$ cat config.mk
export PLATFORM = sky130hd
export DESIGN_NAME = sdr_wb_bist
export DESIGN_NICKNAME = d
export VERILOG_FILES = /design/src/rtl/sdr_wb_bist_pkg.sv /design/src/rtl/sdr_bist_patgen.sv /design/src/rtl/sdr_wb_bist.sv
export SDC_FILE = /design/constraint.sdc
export NUM_CORES = 1
export LEC_CHECK = 0
export BUFFER_PORTS_ARGS = -buffer_cell sky130_fd_sc_hd__buf_2
export CAP_MARGIN = 10
export CORE_UTILIZATION = 51
export CTS_CLUSTER_DIAMETER = 200
export DETAILED_ROUTE_END_ITERATION = 7
export MAX_ROUTING_LAYER = met4
export PLACE_DENSITY = 0.78
export SLEW_MARGIN = 20
export SYNTH_ARGS = -nofsm -noshare
export SYNTH_HDL_FRONTEND = slang
export SYNTH_SLANG_ARGS = --single-unit
$ cat constraint.sdc
create_clock -name wb_clk_i -period 3.3 [get_ports wb_clk_i]
set_input_delay 0 -clock wb_clk_i [delete_from_list [all_inputs] [get_ports wb_clk_i]]
set_output_delay 0 -clock wb_clk_i [all_outputs]
set_load 0.01 [all_outputs]
$ cat src/rtl/sdr_wb_bist_pkg.sv
// Shared constants for the SDRAM Wishbone BIST: FSM encoding,
// LFSR seed/taps, pattern selects and the LFSR step function.
package sdr_wb_bist_pkg;

  localparam logic [2:0] ST_IDLE = 3'd0;
  localparam logic [2:0] ST_WAIT = 3'd1;
  localparam logic [2:0] ST_WR   = 3'd2;
  localparam logic [2:0] ST_RD   = 3'd3;
  localparam logic [2:0] ST_DONE = 3'd4;

  localparam logic [31:0] LFSR_SEED = 32'hACE1_2345;
  // Galois right-shift mask for x^32+x^22+x^2+x+1
  localparam logic [31:0] LFSR_TAPS = 32'h8020_0003;

  localparam logic [1:0] PAT_INDEX = 2'd0;
  localparam logic [1:0] PAT_INV   = 2'd1;
  localparam logic [1:0] PAT_LFSR  = 2'd2;
  localparam logic [1:0] PAT_CHECK = 2'd3;

  function automatic logic [31:0] lfsr_next(
    input logic [31:0] v
  );
    lfsr_next = {1'b0, v[31:1]}
              ^ (v[0] ? LFSR_TAPS : 32'h0);
  endfunction

endpackage

$ cat src/rtl/sdr_bist_patgen.sv
// Pattern generator: maps word index / LFSR state to test data.
// Ports: pat (select), idx (word index), lfsr (state), data (word).
module sdr_bist_patgen
  import sdr_wb_bist_pkg::*;
#(
  parameter int LW = 16
) (
  input  logic [1:0]    pat,
  input  logic [LW-1:0] idx,
  input  logic [31:0]   lfsr,
  output logic [31:0]   data
);

  logic [31:0] idx_ext;

  always_comb begin
    idx_ext = 32'(idx);
    data    = '0;
    unique case (1'b1)
      (pat == PAT_INDEX): data = idx_ext;
      (pat == PAT_INV):   data = ~idx_ext;
      (pat == PAT_LFSR):  data = lfsr;
      (pat == PAT_CHECK):
        data = idx_ext[0] ? 32'hAAAA_AAAA
                          : 32'h5555_5555;
      default: data = '0;
    endcase
  end

endmodule

$ cat src/rtl/sdr_wb_bist.sv
// SDRAM BIST Wishbone master: writes a pattern over len words,
// reads it back, counts mismatches and ack timeouts.
// Ports: wb_* Wishbone master, bist_* control/status, sdr_init_done.
module sdr_wb_bist
  import sdr_wb_bist_pkg::*;
#(
  parameter int APP_AW = 26,
  parameter int dw     = 32,
  parameter int LW     = 16,
  parameter int TO_W   = 8
) (
  input  logic              wb_clk_i,
  input  logic              wb_resetn,
  input  logic              sdr_init_done,
  input  logic              bist_start,
  input  logic [APP_AW-1:0] bist_base_addr,
  input  logic [LW-1:0]     bist_len,
  input  logic [1:0]        bist_pat,
  output logic              wb_cyc_o,
  output logic              wb_stb_o,
  output logic              wb_we_o,
  output logic [APP_AW-1:0] wb_addr_o,
  output logic [dw-1:0]     wb_dat_o,
  output logic [dw/8-1:0]   wb_sel_o,
  output logic [2:0]        wb_cti_o,
  input  logic              wb_ack_i,
  input  logic [dw-1:0]     wb_dat_i,
  output logic              bist_busy,
  output logic              bist_done,
  output logic              bist_pass,
  output logic [LW-1:0]     bist_err_cnt,
  output logic [APP_AW-1:0] bist_fail_addr
);

  // abort on the stb cycle where the count would reach all-ones
  localparam logic [TO_W-1:0] TO_LAST =
    {{(TO_W-1){1'b1}}, 1'b0};

  logic [2:0]        state_q, state_d;
  logic [APP_AW-1:0] base_q, base_d;
  logic [LW-1:0]     len_q, len_d;
  logic [1:0]        pat_q, pat_d;
  logic [LW-1:0]     idx_q, idx_d;
  logic [31:0]       lfsr_q, lfsr_d;
  logic              stb_q, stb_d;
  logic [TO_W-1:0]   to_cnt_q, to_cnt_d;
  logic              to_q, to_d;
  logic [LW-1:0]     err_q, err_d;
  logic [APP_AW-1:0] fail_q, fail_d;
  logic              done_q, done_d;
  logic              pass_q, pass_d;

  logic [APP_AW-1:0] addr;
  logic [31:0]       pat_data;
  logic              last;
  logic              err_ev;
  logic              fin;

  sdr_bist_patgen #(
    .LW (LW)
  ) u_patgen (
    .pat  (pat_q),
    .idx  (idx_q),
    .lfsr (lfsr_q),
    .data (pat_data)
  );

  assign addr = base_q + APP_AW'({idx_q, 2'b00});
  assign last = (idx_q == len_q - LW'(1));

  always_comb begin
    state_d  = state_q;
    base_d   = base_q;
    len_d    = len_q;
    pat_d    = pat_q;
    idx_d    = idx_q;
    lfsr_d   = lfsr_q;
    stb_d    = stb_q;
    to_cnt_d = to_cnt_q;
    to_d     = to_q;
    err_d    = err_q;
    fail_d   = fail_q;
    done_d   = done_q;
    pass_d   = pass_q;
    err_ev   = 1'b0;
    fin      = 1'b0;

    unique case (1'b1)
      (state_q == ST_IDLE),
      (state_q == ST_DONE): begin
        if (bist_start) begin
          base_d  = bist_base_addr & ~APP_AW'(3);
          len_d   = bist_len;
          pat_d   = bist_pat;
          idx_d   = '0;
          err_d   = '0;
          fail_d  = '0;
          done_d  = 1'b0;
          pass_d  = 1'b0;
          to_d    = 1'b0;
          state_d = ST_WAIT;
        end
      end
      (state_q == ST_WAIT): begin
        if (len_q == '0) begin
          state_d = ST_DONE;
          fin     = 1'b1;
        end else if (sdr_init_done) begin
          state_d = ST_WR;
          idx_d   = '0;
          lfsr_d  = LFSR_SEED;
          stb_d   = 1'b0;
        end
      end
      (state_q == ST_WR),
      (state_q == ST_RD): begin
        if (!stb_q) begin
          stb_d    = 1'b1;
          to_cnt_d = '0;
        end else if (wb_ack_i) begin
          stb_d  = 1'b0;
          idx_d  = idx_q + LW'(1);
          lfsr_d = lfsr_next(lfsr_q);
          if (state_q == ST_RD &&
              wb_dat_i != dw'(pat_data))
            err_ev = 1'b1;
          if (last) begin
            if (state_q == ST_WR) begin
              state_d = ST_RD;
              idx_d   = '0;
              lfsr_d  = LFSR_SEED;
            end else begin
              state_d = ST_DONE;
              fin     = 1'b1;
            end
          end
        end else if (to_cnt_q == TO_LAST) begin
          stb_d   = 1'b0;
          err_ev  = 1'b1;
          to_d    = 1'b1;
          state_d = ST_DONE;
          fin     = 1'b1;
        end else begin
          to_cnt_d = to_cnt_q + TO_W'(1);
        end
      end
      default: begin
        state_d = ST_IDLE;
        stb_d   = 1'b0;
      end
    endcase

    if (err_ev) begin
      if (err_q != '1)
        err_d = err_q + LW'(1);
      if (err_q == '0)
        fail_d = addr;
    end

    if (fin) begin
      done_d = 1'b1;
      pass_d = (err_d == '0) && !to_d;
    end
  end

  always_ff @(posedge wb_clk_i or negedge wb_resetn) begin
    if (!wb_resetn) begin
      state_q  <= ST_IDLE;
      base_q   <= '0;
      len_q    <= '0;
      pat_q    <= '0;
      idx_q    <= '0;
      lfsr_q   <= LFSR_SEED;
      stb_q    <= 1'b0;
      to_cnt_q <= '0;
      to_q     <= 1'b0;
      err_q    <= '0;
      fail_q   <= '0;
      done_q   <= 1'b0;
      pass_q   <= 1'b0;
    end else begin
      state_q  <= state_d;
      base_q   <= base_d;
      len_q    <= len_d;
      pat_q    <= pat_d;
      idx_q    <= idx_d;
      lfsr_q   <= lfsr_d;
      stb_q    <= stb_d;
      to_cnt_q <= to_cnt_d;
      to_q     <= to_d;
      err_q    <= err_d;
      fail_q   <= fail_d;
      done_q   <= done_d;
      pass_q   <= pass_d;
    end
  end

  assign wb_cyc_o  = stb_q;
  assign wb_stb_o  = stb_q;
  assign wb_we_o   = stb_q && (state_q == ST_WR);
  assign wb_addr_o = stb_q ? addr : '0;
  assign wb_dat_o  = wb_we_o ? dw'(pat_data) : '0;
  assign wb_sel_o  = stb_q ? '1 : '0;
  assign wb_cti_o  = 3'b000;

  assign bist_busy = (state_q == ST_WAIT) ||
                     (state_q == ST_WR) ||
                     (state_q == ST_RD);
  assign bist_done      = done_q;
  assign bist_pass      = pass_q;
  assign bist_err_cnt   = err_q;
  assign bist_fail_addr = fail_q;

endmodule
==> Yosys cells after proc, flatten, opt, wreduce, memory -nomap -nowiden <==
Index checks and enable logic that the tools add are counted.
{ "totals": {"output_inout_bits": 113, "word_cells": 133, "reg_bits": 147} }
{ "op_classes": {"reduce_logical": 24, "n_bitwise": 3, "eq_ne": 21, "muxes": 67, "n_addsub": 5} }
{ "op_table": {"columns": ["op", "count"], "rows": [
  ["32-bit two-way mux", 9],
  ["16-bit two-way mux", 11],
  ["26-bit two-way mux", 5],
  ["32-bit one-hot mux with 4 select lines", 1],
  ["32-bit one-hot mux with 2 select lines", 1],
  ["16-bit zero test", 3],
  ["16-bit one-hot mux with 3 select lines", 1],
  ["16-bit by 1-bit adder with 16-bit output, second input constant", 2],
  ["32-bit != test", 1],
  ["16-bit inverter with 32-bit output", 1],
  ["31-bit by 32-bit bitwise XOR with 32-bit output", 1],
  ["26-bit by 18-bit adder with 26-bit output", 1],
  ["3-bit two-way mux", 8],
  ["8-bit two-way mux", 3],
  ["1-bit two-way mux", 23],
  ["16-bit equality test", 1],
  ["16-bit != test, second input constant", 1],
  ["16-bit by 1-bit subtractor with 16-bit output, second input constant", 1],
  ["2-bit != test, second input constant", 7],
  ["5-bit AND reduction", 2],
  ["3-bit != test, second input constant", 3],
  ["3-bit one-hot mux with 3 select lines", 1],
  ["8-bit by 1-bit adder with 8-bit output, second input constant", 1],
  ["8-bit equality test, second input constant", 1],
  ["20 further kinds", 31]
]} }

==> Longest topological paths before layout <==
Gate-level depths: netlist (run 1).
{ "depth": {"ltp_word": 12, "ltp_mapped": 16, "ltp_nobuf": 14} }

==> Modules after synthesis <==
A second synthesis (run 1) with hierarchy kept.
{ "hier_totals": {"cells_unflattened": 1181, "area_unflattened_um2": 9472.8} }
{ "by_module_without_submodules": {"columns": ["module", "instances", "cells_each", "area_each_um2"], "rows": [
  ["sdr_wb_bist", 1, 1086, 8916.1],
  ["sdr_bist_patgen", 1, 95, 556.8]
]} }

==> Least setup slack after synthesis (run 1) <==
Ideal clock, no wire load.
{ "synth_path": {"path_type": "register to register", "from": "register err_q[0], in the netlist bist_err_cnt[0]", "to": "register pass_q, in the netlist bist_pass", "period_less_slack_ns": 3.490, "required_ns": 3.221, "setup_slack_ns": -0.190, "setup_ns": 0.079, "t_arrival_ns": 3.411, "stages_incl_launch_ff": 14, "cell_sequence": "dfrtp_1 -> ha_1 -> and3_1 -> and3_1 -> nand3_1 -> nand4_1 -> mux2_2 -> nand3_1 -> a31oi_1 -> a21bo_1 -> a2111oi_0 -> or4b_1 -> or4_1 -> mux2i_1"} }
{ "synth_between": {"elab_chain_cells": 7} }
{ "synth_lines": {"columns": ["item", "line_no", "rtl"], "rows": [
  ["from (decl)", "sdr_wb_bist.sv:48", "logic [LW-1:0] err_q, err_d;"],
  ["from (signal assigned)", "sdr_wb_bist.sv:191", "err_q <= err_d;"],
  ["branches (longest 3 deep; another with 16-bit by 1-bit adder with 16-bit output)", null, null],
  ["16-bit two-way mux *", "sdr_wb_bist.sv:153", "if (err_ev) begin"],
  ["16-bit zero test *", "sdr_wb_bist.sv:162", "pass_d = (err_d == '0) && !to_d;"],
  ["1-bit logical AND *", "sdr_wb_bist.sv:162", null],
  ["1-bit two-way mux *", "sdr_wb_bist.sv:160", "if (fin) begin"],
  ["to (signal assigned)", "sdr_wb_bist.sv:194", "pass_q <= pass_d;"],
  ["to (decl)", "sdr_wb_bist.sv:51", "logic pass_q, pass_d;"]
]} }
Every way passes the cells marked *.
A chain may end at the register's enable or synchronous reset.

==> Final worst setup path (run 1) <==
{ "layout_path": {"from": "register pat_q[0]", "to": "register pass_q, in the netlist bist_pass"} }
{ "layout_between": {"elab_chain_cells": 12} }
{ "layout_lines": {"columns": ["item", "line_no", "rtl"], "rows": [
  ["from (decl)", "sdr_wb_bist.sv:42", "logic [1:0] pat_q, pat_d;"],
  ["from (signal assigned)", "sdr_wb_bist.sv:185", "pat_q <= pat_d;"],
  ["2-bit equality test, or another cell as far along", "sdr_bist_patgen.sv:23", "(pat == PAT_CHECK):"],
  ["32-bit one-hot mux with 4 select lines *", "sdr_bist_patgen.sv:19", "unique case (1'b1)"],
  ["32-bit != test *", "sdr_wb_bist.sv:125", "wb_dat_i != dw'(pat_data))"],
  ["1-bit logical AND *", "sdr_wb_bist.sv:124", "if (state_q == ST_RD &&"],
  ["1-bit two-way mux *", "sdr_wb_bist.sv:124", null],
  ["1-bit two-way mux *", "sdr_wb_bist.sv:120", "end else if (wb_ack_i) begin"],
  ["1-bit two-way mux *", "sdr_wb_bist.sv:117", "if (!stb_q) begin"],
  ["1-bit two-way mux *", "sdr_wb_bist.sv:88", "unique case (1'b1)"],
  ["16-bit two-way mux *", "sdr_wb_bist.sv:153", null],
  ["net err_d[15]", "sdr_wb_bist.sv:48", null],
  ["16-bit zero test *", "sdr_wb_bist.sv:162", null],
  ["1-bit logical AND *", "sdr_wb_bist.sv:162", null],
  ["1-bit two-way mux *", "sdr_wb_bist.sv:160", null]
]} }
The timed path passes the listed nets; every way through them passes the cells marked *.

==> metrics.txt, run 1 <==
outcome finished with violations; failing checks setup timing; Final nets 1,598; RSZ-0062 raised after global routing yes; period utilization 1.14; CTS Buf Count 17; Clock Sink Count between 100 and 150; CP required ~3.7 ns; relative slew slack 0.429; area of the multi-input gates 5650 µm²; r2r setup slk -0.45 ns; Synth Area in Adders 0.0330; via count 10,300; fill cell count between 1,000 and 1,500; Area Growth Syn to Fin 44.1%; post-route setup slack -0.449 ns; Die Height around 140 µm; vias in the first global route approximately 9,400; Slew Viols, Final 0; Routability Congestion approximately 1.0; Period minus WS final roughly 3.7 ns; Leak about 6.7 nW; routed wire length per instance 19.1 µm; EDFF count, synth 0; Rows a little under 50; Unique masters post-synth 72; Initial DRT Pass Iterations 6; Seq/Total Area, Yosys 0.396; Max clock buf depth 2; total core area around 18,000 µm²; Synth top cells by count 197 x nand2_1, 133 x dfrtp_1, 112 x nor2_1, 67 x o21ai_0, 57 x xor2_1; DRC violations left 0; Synth area leaders dfrtp_1 36%, nand2_1 7.9%, xor2_1 5.3%; gate count after technology mapping around 1,100; FFs w/ async S/R, synth 1.00; Post-synth top flop dfrtp_1; #FFs+latches synth roughly 150; cell accounting for the most synthesized area dfrtp_1; first-pass GRT wire length approximately 48,000 µm; Finished Core Util 0.749; IO Pins ~190; clock transition at the registers of the reported paths 0.07 ns; die width between 100 and 150 µm; total negative slack -4.44 ns; Post-Layout Cell Count around 1,700; HPWL after detailed placement approximately 21,000 µm; clock latency on the worst-skew pair 0.44 ns; Routed Antenna Nets 0; Max Cap Violations 0; GR Util All Layers 0.340; CTS Root Cell clkbuf_16; Placed Cells incl. Taps 1,628; die area between 15,000 and 20,000 µm²; power per cell area between 800 and 900 nW/µm²; Antenna Cells 0; share of the synthesized area in the top cell type 0.356; ratio of cells with drive above 1 in the final layout 0.348; initial antenna violation count 0; crit end category flop; worst setup path class flop to flop; Max Fclk between 200 and 300 MHz; compound-gate portion of the synthesized area 0.165; skew final about 0.0087 ns; DR vias/cell about 6.0; class of the worst hold path input port to flop; initial core utilization 0.520; Post-Synthesis Cell Area roughly 9300 µm²; pin count of the biggest net entering global routing 91; DR iter-0 viols about 1,100; overflow left after global routing 0; largest family of logic cells by synthesized area simple AND/OR/NAND/NOR gates; CTS tree yes; Slew @ Worst Pin 0.855 ns; simple-gate share of the synthesized area 0.244; H-tree Lvls 4; Port Buf Inserts around 190; startpoint types flop; mux share of post-synthesis cell area 0.0142; xor/xnor share of the synthesized area 0.0928; crit path DAT between 4 and 5 ns; Final Hold Viols 0; Setup violations, final just under 70; yosys warns 0; top-count cell post-synth nand2_1; syn avg cell area roughly 8.3 µm²; DRT Wirelength between 30,000 and 40,000 µm; worst-path maximum fanout 8; Peak VDD IR ~0.62 mV; Seq. cell area roughly 3700 µm²
-- sequential cells by signal, summed over array words and instances (netlist names) --
register and count:
pat_q 2, base_q 24, state_q 3, idx_q 16, bist_err_cnt 16, wb_cyc_o 1
lfsr_q 32, len_q 16, to_q 1, to_cnt_q 8, bist_fail_addr 26, bist_pass 1
bist_done 1
-- repair_timing --
action	in CTS	in global routing
buffers inserted	11	12
pin swaps	22	51
gates cloned	1	8
endpoints found under the setup margin	69	78
resized for setup	43	80
hold buffers	45	0
hold endpoints to repair	126	0
-- power by group --
| part | leakage, nW | switching, W | internal, W |
|---|---|---|---|
| Combinational | 4.50 | 0.00323 | 0.00260 |
| Sequential | 1.91 | 0.000511 | 0.00237 |
| Clock | 0.306 | 0.000812 | 0.00131 |
| Total | 6.72 | 0.00455 | 0.00627 |
-- layout make-up --
cell class              instances  area share
multi-input cells             872       0.420
clock buffers                  20      0.0339
clock inverters                12      0.0134
inverters                      30     0.00837
flip-flops and latches        147       0.275
well taps                     229      0.0213
repair buffers                425       0.229
-- metrics by stage --
stage               power, W  instance area (µm²)  hold WS [ns]  setup WS (ns)
detailed placement   0.00784                11600         0.136         -0.607
global route          0.0114                13500        0.0574         -0.551
global placement     0.00771                11600         0.136         -0.480
finish                0.0108                13500        0.0330         -0.449
floorplan            0.00586                 9440        -0.296         -0.142
CTS                   0.0102                13000        0.0224         -0.357
-- final timing paths --
| kind | start | to | depth (start not counted) |
|---|---|---|---|
| worst min register to register | bist_done | bist_done | 2 |
| max in group asynchronous | wb_resetn | base_q[9] | 3 |
| worst max-delay path | pat_q[0] | bist_pass | 14 |
| min in group asynchronous | wb_resetn | bist_fail_addr[0] | 2 |
| worst max register to register | pat_q[0] | bist_pass | 14 |
| worst min-delay path | wb_ack_i | to_cnt_q[2] | 4 |
-- layer usage --
layer  wire (µm)  GRT usage  vias up
met1       13300      0.442     4991
met4        1160      0.125        0
met5           0          -        -
li1            -          -     4600
met3        2830     0.0618      131
met2       15900      0.529      620
-- worst max-delay path, stage by stage (launching register included) --
cell,delay [ns]
dfrtp_2,0.46
buf_6,0.16
or3_1,0.37
o21a_1,0.12
o21ai_2,0.12
o2111ai_2,0.13
nor4_4,0.36
nand4_4,0.24
a21oi_4,0.28
buf_6,0.16
a21oi_1,0.04
a31o_2,0.23
or4b_1,0.47
or4_1,0.40
mux2i_1,0.13
-- placed cells by master, fill, tap and decap left out, drive strengths merged, types with 30 or more instances in the layout --
| cell type | count |
|---|---|
| inv | 30 |
| nor2 | 112 |
| nand3 | 48 |
| buf | 376 |
| o21ai | 80 |
| dfrtp | 133 |
| xnor2 | 42 |
| dlygate4sd3 | 45 |
| a21oi | 46 |
| xor2 | 57 |
| nand2 | 197 |
-- cells by family (layout without fill, tap and decap cells) --
kind of cell	count (synthesis)	in the layout
XOR/XNOR	99	99
multiplexers	13	13
adder cells (fa/ha/maj)	24	24
other	1	5
buffers and inverters	106	487
flip-flops	147	147
AND/OR/NAND/NOR	494	495
AO/OA/AOI/OAI	235	236
Note: power is estimated with default switching activity, not from simulation.
==> run 2, diff against run 1 <==
--- a/config.mk
+++ b/config.mk
@@ -5,6 +5,7 @@
 export SDC_FILE = /design/constraint.sdc
 export NUM_CORES = 1
 export LEC_CHECK = 0
+export ABC_AREA = 1
 export BUFFER_PORTS_ARGS = -buffer_cell sky130_fd_sc_hd__buf_2
 export CAP_MARGIN = 10
 export CORE_UTILIZATION = 51
@@ -12,6 +13,7 @@
 export DETAILED_ROUTE_END_ITERATION = 7
 export MAX_ROUTING_LAYER = met4
 export PLACE_DENSITY = 0.78
+export REMOVE_ABC_BUFFERS = 1
 export SLEW_MARGIN = 20
 export SYNTH_ARGS = -nofsm -noshare
 export SYNTH_HDL_FRONTEND = slang
==> run 2 against run 1 <==
The run now ends clean; critical path depth decreased by 2; synthesized area increased by 5.8%; sequential share of layout area increased by 2.9 points; sequential power increased by 7%; highest routed layer unchanged; non-clock buffer count decreased by 167; combinational power decreased by 10%.
==> metrics.txt, run 2 <==
CTS tree yes; P_sw 0.00469 W; worst-path maximum fanout 4; Synth top cells by count 401 x nand2_1, 168 x nor2_1, 141 x inv_1, 133 x dfrtp_1, 123 x nand3_1; DR vias/cell approximately 5.4; Clock Sink Count about 150; Port Buf Inserts 186; commonest non-fill, non-tap cell in the layout nand2_1; Post-synth top flop dfrtp_1; ratio of cells with drive above 1 in the final layout 0.170; Comb pwr share 0.503; first-pass GRT wire length 45,400 µm; Unique masters post-synth 49; Final Hold Viols 0; gate count after technology mapping about 1,400; HPWL after detailed placement approximately 21,000 µm; CTS Buf Count 17; Post-Synthesis Cell Area 9880 µm²; #FFs+latches synth ~150; DRC violations left 0; Peak VDD IR approximately 0.45 mV; cell accounting for the most synthesized area dfrtp_1; period utilization 0.948; startpoint types flop; total power draw approximately 0.010 W; vias in the first global route 9,374; outcome finished, final reports clean; Max Fclk 320 MHz; Seq/Total Area, Yosys 0.374; initial core utilization 0.525; Setup violations, final 0; Routed Antenna Nets 0; GR Util All Layers 0.297; routed wire length per instance between 10 and 15 µm; IO Pins between 150 and 200; Antenna Cells 0; DR iter-0 viols between 800 and 900; initial antenna violation count 0; FFs w/ async S/R, synth 1.00; Slew Viols, Final 0; most flop-heavy register lfsr_q; Leak approximately 6.4 nW; die area 19,900 µm²; Clk network pwr share 0.201; Rows 50; Max clock buf depth 2; pin count of the biggest net entering global routing between 100 and 150; Synth area leaders dfrtp_1 34%, nand2_1 15%, nor2_1 6.4%; Die Height between 100 and 150 µm; clock transition at the registers of the reported paths around 0.06 ns; Routability Congestion between 0.9 and 1; die width roughly 140 µm; power per cell area 852 nW/µm²; switching share of power 0.452; DRT Wirelength roughly 28,000 µm; Final nets 1,738; yosys warns 0; hold path startpoint sdr_init_done; Max Cap Violations 0; EDFF count, synth 0; RSZ-0062 raised after global routing no; Slew @ Worst Pin between 0.9 and 1 ns; syn avg cell area 6.99 µm²; P_int between 0.005 and 0.006 W; Largest register FFs 32; via count roughly 10,000; class of the worst hold path input port to flop; clock latency on the worst-skew pair 0.43 ns; overflow left after global routing 0; relative slew slack 0.378; sequential group share of total power 0.296; worst reg2reg path startpoint pat_q[0]; most frequent cells in the layout 400 x nand2_1, 185 x buf_2, 168 x nor2_1, 141 x inv_1, 133 x dfrtp_1; Initial DRT Pass Iterations 5; post-route setup slack between 0.15 and 0.2 ns; Period minus WS final around 3.1 ns; crit end category primary output; H-tree Lvls 4; pre-CTS WS roughly 0.20 ns; Area Growth Syn to Fin 23.2%; share of the synthesized area in the top cell type 0.337; total core area 18,800 µm²; top-count cell post-synth nand2_1; Critical Path Start idx_q[7]; CP required 3.30 ns; worst setup path class flop to primary output; skew final between 0.01 and 0.015 ns; crit path DAT 3.13 ns; CTS Root Cell clkbuf_16
[run 2: changes by cell type after synthesis, moves of 20 or more]
cell     previous run  this run
a22o_1             21         0
inv_1              29       141
xnor2_1            42        22
nor2_1            112       168
nand2_1           197       401
nand3_1            48       123
[run 2: logic make-up (layout without fill, tap and decap cells)]
| kind of cell | after synthesis | count (layout) | share of synthesized area |
|---|---|---|---|
| simple gates | 766 | 766 | 0.327 |
| buf+inv | 210 | 438 | 0.0894 |
| compound gates | 204 | 204 | 0.123 |
| flops | 147 | 147 | 0.374 |
| xor+xnor | 62 | 62 | 0.0550 |
| fa+ha+maj | 24 | 24 | 0.0312 |
| other cells | 1 | 5 | 0.000380 |
[run 2: worst max-delay path: stages (launching register included)]
cell and delay (ns):
dfrtp_1 0.49, ha_1 0.42, nand2_1 0.11, nor3_1 0.25, a21oi_2 0.12, o21ai_2 0.19
a31oi_2 0.14, or2_2 0.32, nor2_1 0.12, nand3_1 0.10, xor2_1 0.22, nor2_1 0.06
buf_2 0.17
[run 2: worst paths after layout]
path / slack (ns) / depth (start not counted) / endpoint
hold reg to reg: 0.47 / 2 / to_q
min in group asynchronous: 0.22 / 2 / bist_err_cnt[6]
setup reg to reg: 0.24 / 21 / bist_fail_addr[2]
hold / removal: 0.02 / 6 / wb_cyc_o
max in group asynchronous: 2.32 / 3 / bist_fail_addr[2]
setup / recovery: 0.17 / 12 / wb_addr_o[24]
[run 2: power groups by stage]
| stage | Sequential (W) | Combinational [W] | Clock (W) |
|---|---|---|---|
| finish | 0.00307 | 0.00522 | 0.00208 |
| global placement | 0.00305 | 0.00491 | 0 |
| detailed placement | 0.00307 | 0.00502 | 0 |
| floorplan | 0.00308 | 0.00332 | 0 |
| CTS | 0.00305 | 0.00512 | 0.00210 |
| global route | 0.00314 | 0.00582 | 0.00219 |
[run 2: cell type report]
class,count,area (µm²)
clock inverters,8,150
fillers,1645,6660
flip-flops and latches,147,3700
multi-input cells,1061,5350
well taps,260,325
repair buffers,258,1610
clock buffers,24,482
inverters,148,558
[run 2: routing by layer]
metal | wire length [µm] | GRT usage
met1 | 12500 | 0.385
met2 | 13400 | 0.467
met5 | 0 | -
met3 | 1790 | 0.0472
met4 | 767 | 0.117
[run 2: per-stage QoR]
| stage | TNS (ns) | util | instances | area, µm² | hold WS, ns |
|---|---|---|---|---|---|
| 2_1_floorplan | -14.17 | - | 1356 | 9570 | -0.296 |
| 3_3_place_gp | 0 | 0.586 | 1826 | 11000 | 0.146 |
| 3_5_place_dp | 0 | 0.586 | 1826 | 11000 | 0.150 |
| 4_1_cts | 0 | 0.643 | 1902 | 12100 | 0.00694 |
| 5_1_grt | 0 | 0.646 | 1906 | 12200 | 0.0893 |
| 6_report | 0 | 0.646 | 1906 | 12200 | 0.0191 |
[run 2: repair_timing]
action,in CTS,in global routing
hold endpoints to repair,128,0
resized for setup,0,10
endpoints found under the setup margin,0,31
hold buffers,44,0
setup buffers,0,4
